[config.mk]
export PLATFORM = sky130hd
export DESIGN_NAME = mmio_port_ctrl
export DESIGN_NICKNAME = d
export VERILOG_FILES = /design/src/rtl/mmio_port_ctrl.sv
export SDC_FILE = /design/constraint.sdc
export NUM_CORES = 1
export LEC_CHECK = 0
export CELL_PAD_IN_SITES_DETAIL_PLACEMENT = 1
export CELL_PAD_IN_SITES_GLOBAL_PLACEMENT = 2
export CORE_AREA = 2 2 130 132
export CTS_CLUSTER_DIAMETER = 40
export DETAILED_ROUTE_END_ITERATION = 7
export DIE_AREA = 0 0 132 134
export HOLD_SLACK_MARGIN = 0.1
export PLACE_DENSITY_LB_ADDON = 0.2
export SYNTH_ARGS = -nofsm -noshare
export SYNTH_HDL_FRONTEND = slang
export SYNTH_SLANG_ARGS = --single-unit
[constraint.sdc]
create_clock -name clk -period 4.7 [get_ports clk]
set_clock_uncertainty 0.1 [all_clocks]
set_input_delay 1.41 -clock clk [delete_from_list [all_inputs] [get_ports clk]]
set_output_delay 1.41 -clock clk [all_outputs]
set_load 0.005 [all_outputs]
[src/rtl/mmio_port_ctrl.sv]
// mmio_port_ctrl: memory-mapped pointer/data channels feeding a write queue toward a peripheral
module mmio_port_ctrl #(
    parameter int          NUM_CH     = 2,
    parameter int          PTR_W      = 13,
    parameter logic [15:0] BASE_ADDR  = 16'hFFF0,
    parameter int          FIFO_DEPTH = 4
) (
    input  logic             clk,
    input  logic             rstN,
    input  logic             busWriteEnable,
    input  logic [15:0]      busWriteAddr,
    input  logic [15:0]      busWriteData,
    input  logic [15:0]      busReadAddr,
    output logic [15:0]      busReadData,
    output logic             busReadHit,
    output logic             periphValid,
    input  logic             periphReady,
    output logic [2:0]       periphCh,
    output logic [PTR_W-1:0] periphAddr,
    output logic [7:0]       periphData
);
    localparam int AW = $clog2(FIFO_DEPTH);
    localparam int EW = 3 + PTR_W + 8;
    localparam logic [AW:0] FULL_CNT = (AW + 1)'(FIFO_DEPTH);

    logic [PTR_W-1:0] ptr [NUM_CH];
    logic             autoInc [NUM_CH];
    logic [EW-1:0]    mem [FIFO_DEPTH];
    logic [AW-1:0]    wrPtr, rdPtr;
    logic [AW:0]      count;
    logic             overflow;
    logic [15:0]      wrOff, rdOff, rdWord;
    logic [PTR_W-1:0] curPtr;
    logic [4:0]       cntSat;
    logic [EW-1:0]    head;
    logic             wrCh, isLoad, isData, statusWr, full, empty, pop, pushOk, pushDrop, rdHit;

    assign wrOff    = busWriteAddr - BASE_ADDR;
    assign rdOff    = busReadAddr - BASE_ADDR;
    assign wrCh     = busWriteEnable && wrOff < 16'(NUM_CH);
    assign isLoad   = wrCh && busWriteData[15];
    assign isData   = wrCh && !busWriteData[15];
    assign statusWr = busWriteEnable && wrOff == 16'(NUM_CH);
    assign full     = count == FULL_CNT;
    assign empty    = count == '0;
    assign pop      = !empty && periphReady;
    assign pushOk   = isData && (!full || pop);
    assign pushDrop = isData && full && !pop;
    assign rdHit    = rdOff <= 16'(NUM_CH);
    assign cntSat   = (32'(count) > 32'd31) ? 5'd31 : 5'(count);

    assign head        = mem[rdPtr];
    assign periphValid = !empty;
    assign periphCh    = head[EW-1 -: 3];
    assign periphAddr  = head[8 +: PTR_W];
    assign periphData  = head[7:0];

    // Pointer of the channel addressed by the current write, captured into the queued entry
    always_comb begin
        curPtr = '0;
        for (int i = 0; i < NUM_CH; i++)
            if (wrOff == 16'(i)) curPtr = ptr[i];
    end

    // Per-channel pointer and auto-increment mode; dropped data writes leave the pointer alone
    always_ff @(posedge clk or negedge rstN) begin
        if (!rstN) begin
            for (int i = 0; i < NUM_CH; i++) begin
                ptr[i]     <= '0;
                autoInc[i] <= 1'b0;
            end
        end else begin
            for (int i = 0; i < NUM_CH; i++) begin
                if (isLoad && wrOff == 16'(i)) begin
                    ptr[i]     <= PTR_W'(busWriteData[13:0]);
                    autoInc[i] <= busWriteData[14];
                end else if (pushOk && wrOff == 16'(i) && autoInc[i]) begin
                    ptr[i] <= ptr[i] + 1'b1;
                end
            end
        end
    end

    // Queue storage needs no reset: an empty queue never exposes its contents as valid
    always_ff @(posedge clk) begin
        if (pushOk) mem[wrPtr] <= {wrOff[2:0], curPtr, busWriteData[7:0]};
    end

    // Queue pointers and occupancy; a push into a full queue is legal when the head leaves together
    always_ff @(posedge clk or negedge rstN) begin
        if (!rstN) begin
            wrPtr <= '0;
            rdPtr <= '0;
            count <= '0;
        end else begin
            if (pushOk) wrPtr <= wrPtr + 1'b1;
            if (pop) rdPtr <= rdPtr + 1'b1;
            count <= (pushOk && !pop) ? count + 1'b1 : (pop && !pushOk) ? count - 1'b1 : count;
        end
    end

    // Sticky overflow; a drop in the same cycle as a clear wins
    always_ff @(posedge clk or negedge rstN) begin
        if (!rstN) overflow <= 1'b0;
        else if (pushDrop) overflow <= 1'b1;
        else if (statusWr && busWriteData[0]) overflow <= 1'b0;
    end

    // Read mux: channel words then the status word; anything else reads as zero
    always_comb begin
        rdWord = '0;
        for (int i = 0; i < NUM_CH; i++)
            if (rdOff == 16'(i)) rdWord = {autoInc[i], 15'(ptr[i])};
        if (rdOff == 16'(NUM_CH)) rdWord = {overflow, full, empty, 8'b0, cntSat};
    end

    // Registered read response, one cycle after the address is presented
    always_ff @(posedge clk or negedge rstN) begin
        if (!rstN) begin
            busReadData <= '0;
            busReadHit  <= 1'b0;
        end else begin
            busReadData <= rdWord;
            busReadHit  <= rdHit;
        end
    end
endmodule

# After elaboration in Yosys (flattened, before gate mapping)

Memories as Yosys holds them, arrays and structs flattened.
Cells that the tools add are included.

Register bits: 53
Output and inout port bits: 42
Logic and storage cells: 71
Bits in writable memories: 96
Memories kept: 1
Input port bits: 52

Reduce and logical (&&, ||, !) cells: 30
Multiplexer cells: 15
Equal/unequal tests: 5
Order comparisons: 2
Add/subtract/negate cells: 8

Memories:

| memory | words | width | rd ports | clocked after memory_dff | write ports | RTL line | text |
|---|---|---|---|---|---|---|---|
| mem    | 4     | 24    | 1        | 0                        | 1           | 28       | `logic [EW-1:0] mem [FIFO_DEPTH];` |

Operator list:

| kind                                                            | number |
|---|---|
| 2-to-1 mux 13 bit                                               | 6 |
| 2-to-1 mux 16 bit                                               | 3 |
| == test 16 x 1 -> 1 bit, second input constant                  | 2 |
| == test 16 x 2 -> 1 bit, second input constant                  | 2 |
| zero test 16 bit                                                | 2 |
| subtractor 16 bit, second input constant                        | 2 |
| adder 13 x 1 -> 13 bit, second input constant                   | 2 |
| logical AND 1 bit                                               | 17 |
| less-or-equal comparator 16 x 2 -> 1 bit, second input constant | 1 |
| less-than comparator 16 x 2 -> 1 bit, second input constant     | 1 |
| nonzero test 2 bit                                              | 4 |
| 2-to-1 mux 3 bit                                                | 2 |
| zero test 1 bit                                                 | 5 |
| adder 2 x 1 -> 2 bit, second input constant                     | 2 |
| 2-to-1 mux 1 bit                                                | 4 |
| adder 3 x 1 -> 3 bit, second input constant                     | 1 |
| == test 3 bit, second input constant                            | 1 |
| zero test 3 bit                                                 | 1 |
| subtractor 3 x 1 -> 3 bit, second input constant                | 1 |
| logical OR 1 bit                                                | 1 |

# Depth between registers and ports, before layout

Depth after elaboration: 9
Mapped depth: 10
Depth with buffers taken out: 9

# Worst setup path before layout

No wires, ideal clock.

Path type: input-to-reg
Start point: in busWriteAddr[2]
End point: reg count[2]
Required time: 4.521 ns
Setup time: 0.079 ns
Stages: 10
Buffers on the path: 1
Path slack: 0.805 ns
Arrival: 3.716 ns
Cell sequence: or4_1 nor4_1 clkbuf_1 and2_0 ha_1 inv_1 fa_1 xor2_1 nor2_1 xor2_1

Cells in the longest elaborated chain, start to end: 8
Elaborated cells on any way between the ends: 10
Classes of those cells: 1 x add/sub; 1 x order compare; 1 x mux; 7 x reduce/logical

RTL lines:

| item                                   | RTL line | text |
|---|---|---|
| start: declaration                     | 11       | `input logic [15:0] busWriteAddr,` |
| subtractor 16 bit *                    | 38       | `assign wrOff = busWriteAddr - BASE_ADDR;` |
| less-than comparator 16 x 2 -> 1 bit * | 40       | `assign wrCh = busWriteEnable && wrOff < 16'(NUM_CH);` |
| logical AND 1 bit *                    | 40       |  |
| logical AND 1 bit *                    | 42       | `assign isData = wrCh && !busWriteData[15];` |
| logical AND 1 bit *                    | 47       | `assign pushOk = isData && (!full \|\| pop);` |
| zero test 1 bit                        | 98       | `count <= (pushOk && !pop) ? count + 1'b1 : (pop && !pushOk) ? count - 1'b1 : count;` |
| logical AND 1 bit                      | 98       |  |
| nonzero test 2 bit (no line)           | n/a      |  |
| end signal: assignment                 | 98       |  |
| end: declaration                       | 30       | `logic [AW:0] count;` |

Every way passes the cells marked *; elsewhere a longest branch is shown, timed or not.
A chain may end at the register's enable or synchronous reset.

# Worst setup path in the final report

Same ends and word-level chain as after synthesis.

==> metrics.md <==
| Metric | Value |
|---|---|
| Outcome | `complete, no violations` |
| Area Growth Syn to Fin | `28.1%` |
| Worst vdd ir | `266 uV` |
| Io pins | `94` |
| Gr ovfl total | `0` |
| Number of global-route vias before repair | `4837` |
| Worst-path clk slew | `approximately 0.07 ns` |
| Worst r2r src | `count[2]` |
| PD cells | `402 nW/um^2` |
| Synth Area per Inst | `about 14 sq um` |
| Max transition margin | `51.7%` |
| Synth area leader | `edfxtp_1` |
| Setup bufs post-CTS | `0` |
| Hold path startpoint | `count[2]` |
| YS warnings | `0` |
| Area of the mapped netlist | `approximately 6600 sq um` |
| Final nets | `626` |
| TNS Setup | `0 ns` |
| Post-DP HPWL | `12.4 mm` |
| Worst min-delay path class | `flop to flop` |
| Cts hold-fix bufs | `0` |
| Synth cell types | `51` |
| Lkg Pwr | `3.26 nW` |
| Placed Cells | `about 770` |
| WL final | `17.5 mm` |
| Root buffer cell | `clkbuf_16` |
| Slew Limit Fails | `0` |
| Crit start category | `input port` |
| Async SR Flop Fraction | `35.6%` |
| Dominant synthesized flop cell | `edfxtp_1` |
| Final Hold Fails | `0` |
| Synth top area cells | `edfxtp_1, dfrtp_1, mux4_2, a22o_1, nand3_1` |
| ANT cells | `0` |
| DIE AREA | `roughly 18000 sq um` |
| Fmax | `around 0.26 GHz` |
| Post-cts resize count | `0` |
| Most numerous cell in the Yosys netlist | `edfxtp_1` |
| I/O Buffers | `92` |
| Register area share after synthesis | `approximately 64%` |
| Sink Count | `149` |
| CP Launch Point | `busWriteAddr[2]` |
| Worst-margin pin slew | `0.724 ns` |
| Clock latency on the worst-skew pair | `around 0.43 ns` |
| Met3 WL | `between 600 and 700 microns` |
| Drt drc | `0` |
| First-pass GRT wire length | `27.8 mm` |
| Final Cycle Share | `between 80 and 90%` |
| Std-Cell Rows | `47` |
| ANT nets after route | `0` |
| Syn Inst Count | `459` |
| Largest net degree at the start of global routing | `29` |
| Post-synth top cells | `edfxtp_1, dfrtp_1, nand3_1` |
| CTS tree | `built` |
| Core Area | `about 16000 sq um` |
| Top sig layer | `met4` |
| Crit-path max FO | `6` |
| Initial Util | `40.5%` |
| Post-route core utilization | `between 50% and 60%` |
| CP Data Required Time | `4.95 ns` |
| Die Wd | `132 microns` |
| Met1 WL | `7.82 mm` |
| Synth Net Count | `519` |
| CP arrival | `4.09 ns` |
| # setup viols final | `0` |
| Share of cells above drive strength 1 | `15.0%` |
| Via count | `4463` |
| Vias per cell | `5.59` |
| Clk buf depth | `2` |
| Critical path capture point type | `flop` |
| Die Height | `134 microns` |
| Register bit total from synthesis | `149` |
| DR WL/cell | `21.9 microns` |
| 1st-iter DRT viols | `244` |
| Initial antenna violation count | `0` |
| Num CTS Buffers | `17` |
| Post-synth EDFFs | `96` |
| Met2 wire length | `8.84 mm` |
| Kind of critical path | `input port to flop` |
| Routability cong. | `0.812` |
| Detailed Routing Iterations Pass 1 | `5` |
| H-tree levels | `4` |
| RSZ-0062 raised after global routing | `false` |
| Tmin final | `3.84 ns` |
| WHS | `around 0.44 ns` |
| Final cell count without fillers | `799` |
| Share of the synthesized area in the top cell type | `43.7%` |
| GRT Util Overall | `between 20% and 30%` |
| Max-capacitance violation count | `0` |
## registers in the layout (all words and copies together), names as in the netlist, 2 cells and up
name,flops
rdPtr,2
count,3
ptr,26
wrPtr,2
autoInc,2
busReadData,16
mem,96
## placed cells by master, fill, tap and decap left out, types with 6 or more instances in the layout
cell type,n
inv_1,11
nor3_1,13
ha_1,7
mux4_2,24
inv_6,6
and3_1,15
a21boi_1,13
a22o_1,23
edfxtp_1,96
clkdlybuf4s50_1,91
nand4_1,12
o21ai_0,7
buf_4,19
clkbuf_16,17
dfrtp_1,53
nand2_1,22
nand3_1,29
a221o_1,11
nor2_1,28
## worst paths after layout
| kind | endpoint | slack [ns] | cells after the start |
|---|---|---|---|
| worst max register to register | count[2] | 2.16 | 10 |
| worst min-delay path | count[2] | 0.44 | 1 |
| min in group asynchronous | ptr[1] | 0.94 | 1 |
| worst max-delay path | count[2] | 0.86 | 10 |
| max in group asynchronous | busReadData[8] | 2.72 | 2 |
| worst min register to register | count[2] | 0.44 | 1 |
## logic make-up after synthesis
kind of cell	synth area share, %
adder cells (fa/ha/maj)	1.63
flip-flops	63.8
buffers and inverters	2.26
XOR/XNOR	0.797
AO/OA/AOI/OAI	10.3
AND/OR/NAND/NOR	12.1
multiplexers	9.18
## where the power goes
| part | internal [mW] | switching [mW] |
|---|---|---|
| clock | 0.808 | 0.599 |
| sequential | 1.41 | 0.0294 |
| combinational | 0.318 | 0.232 |
| total | 2.54 | 0.860 |
## per-stage QoR
step,instance area [sq um],power [mW],setup slack [ns]
floorplan,6600,1.76,0.805
global route,8450,3.53,0.623
finish,8450,3.40,0.857
CTS,8450,3.44,0.848
global placement,7840,2.02,0.452
detailed placement,7840,2.03,0.409
## layer usage
| layer | global-route usage [%] | vias up |
|---|---|---|
| met3 | 3.85 | 17 |
| met1 | 27.3 | 2305 |
| li1 | - | 2037 |
| met2 | 35.6 | 104 |
| met4 | 6.10 | 0 |
| met5 | 0 | - |
## final cells by class
cell class / count / area [sq um]
clock buffer: 17 / 425
clock inverter: 15 / 186
fill: 1614 / 7840
inverter: 11 / 41.3
multi-input combinational: 276 / 2250
sequential: 149 / 4210
tap: 220 / 275
timing repair buffer: 111 / 1060
## critical path, stage by stage
cell and delay, ns:
clkdlybuf4s50_1 0.51, or4_1 0.60, nor4_2 0.19, and2_0 0.28, ha_1 0.23, inv_1 0.06, fa_1 0.37, xor2_1 0.15
nor2_1 0.13, xor2_1 0.15
Note: power is estimated with default switching activity, not from simulation.
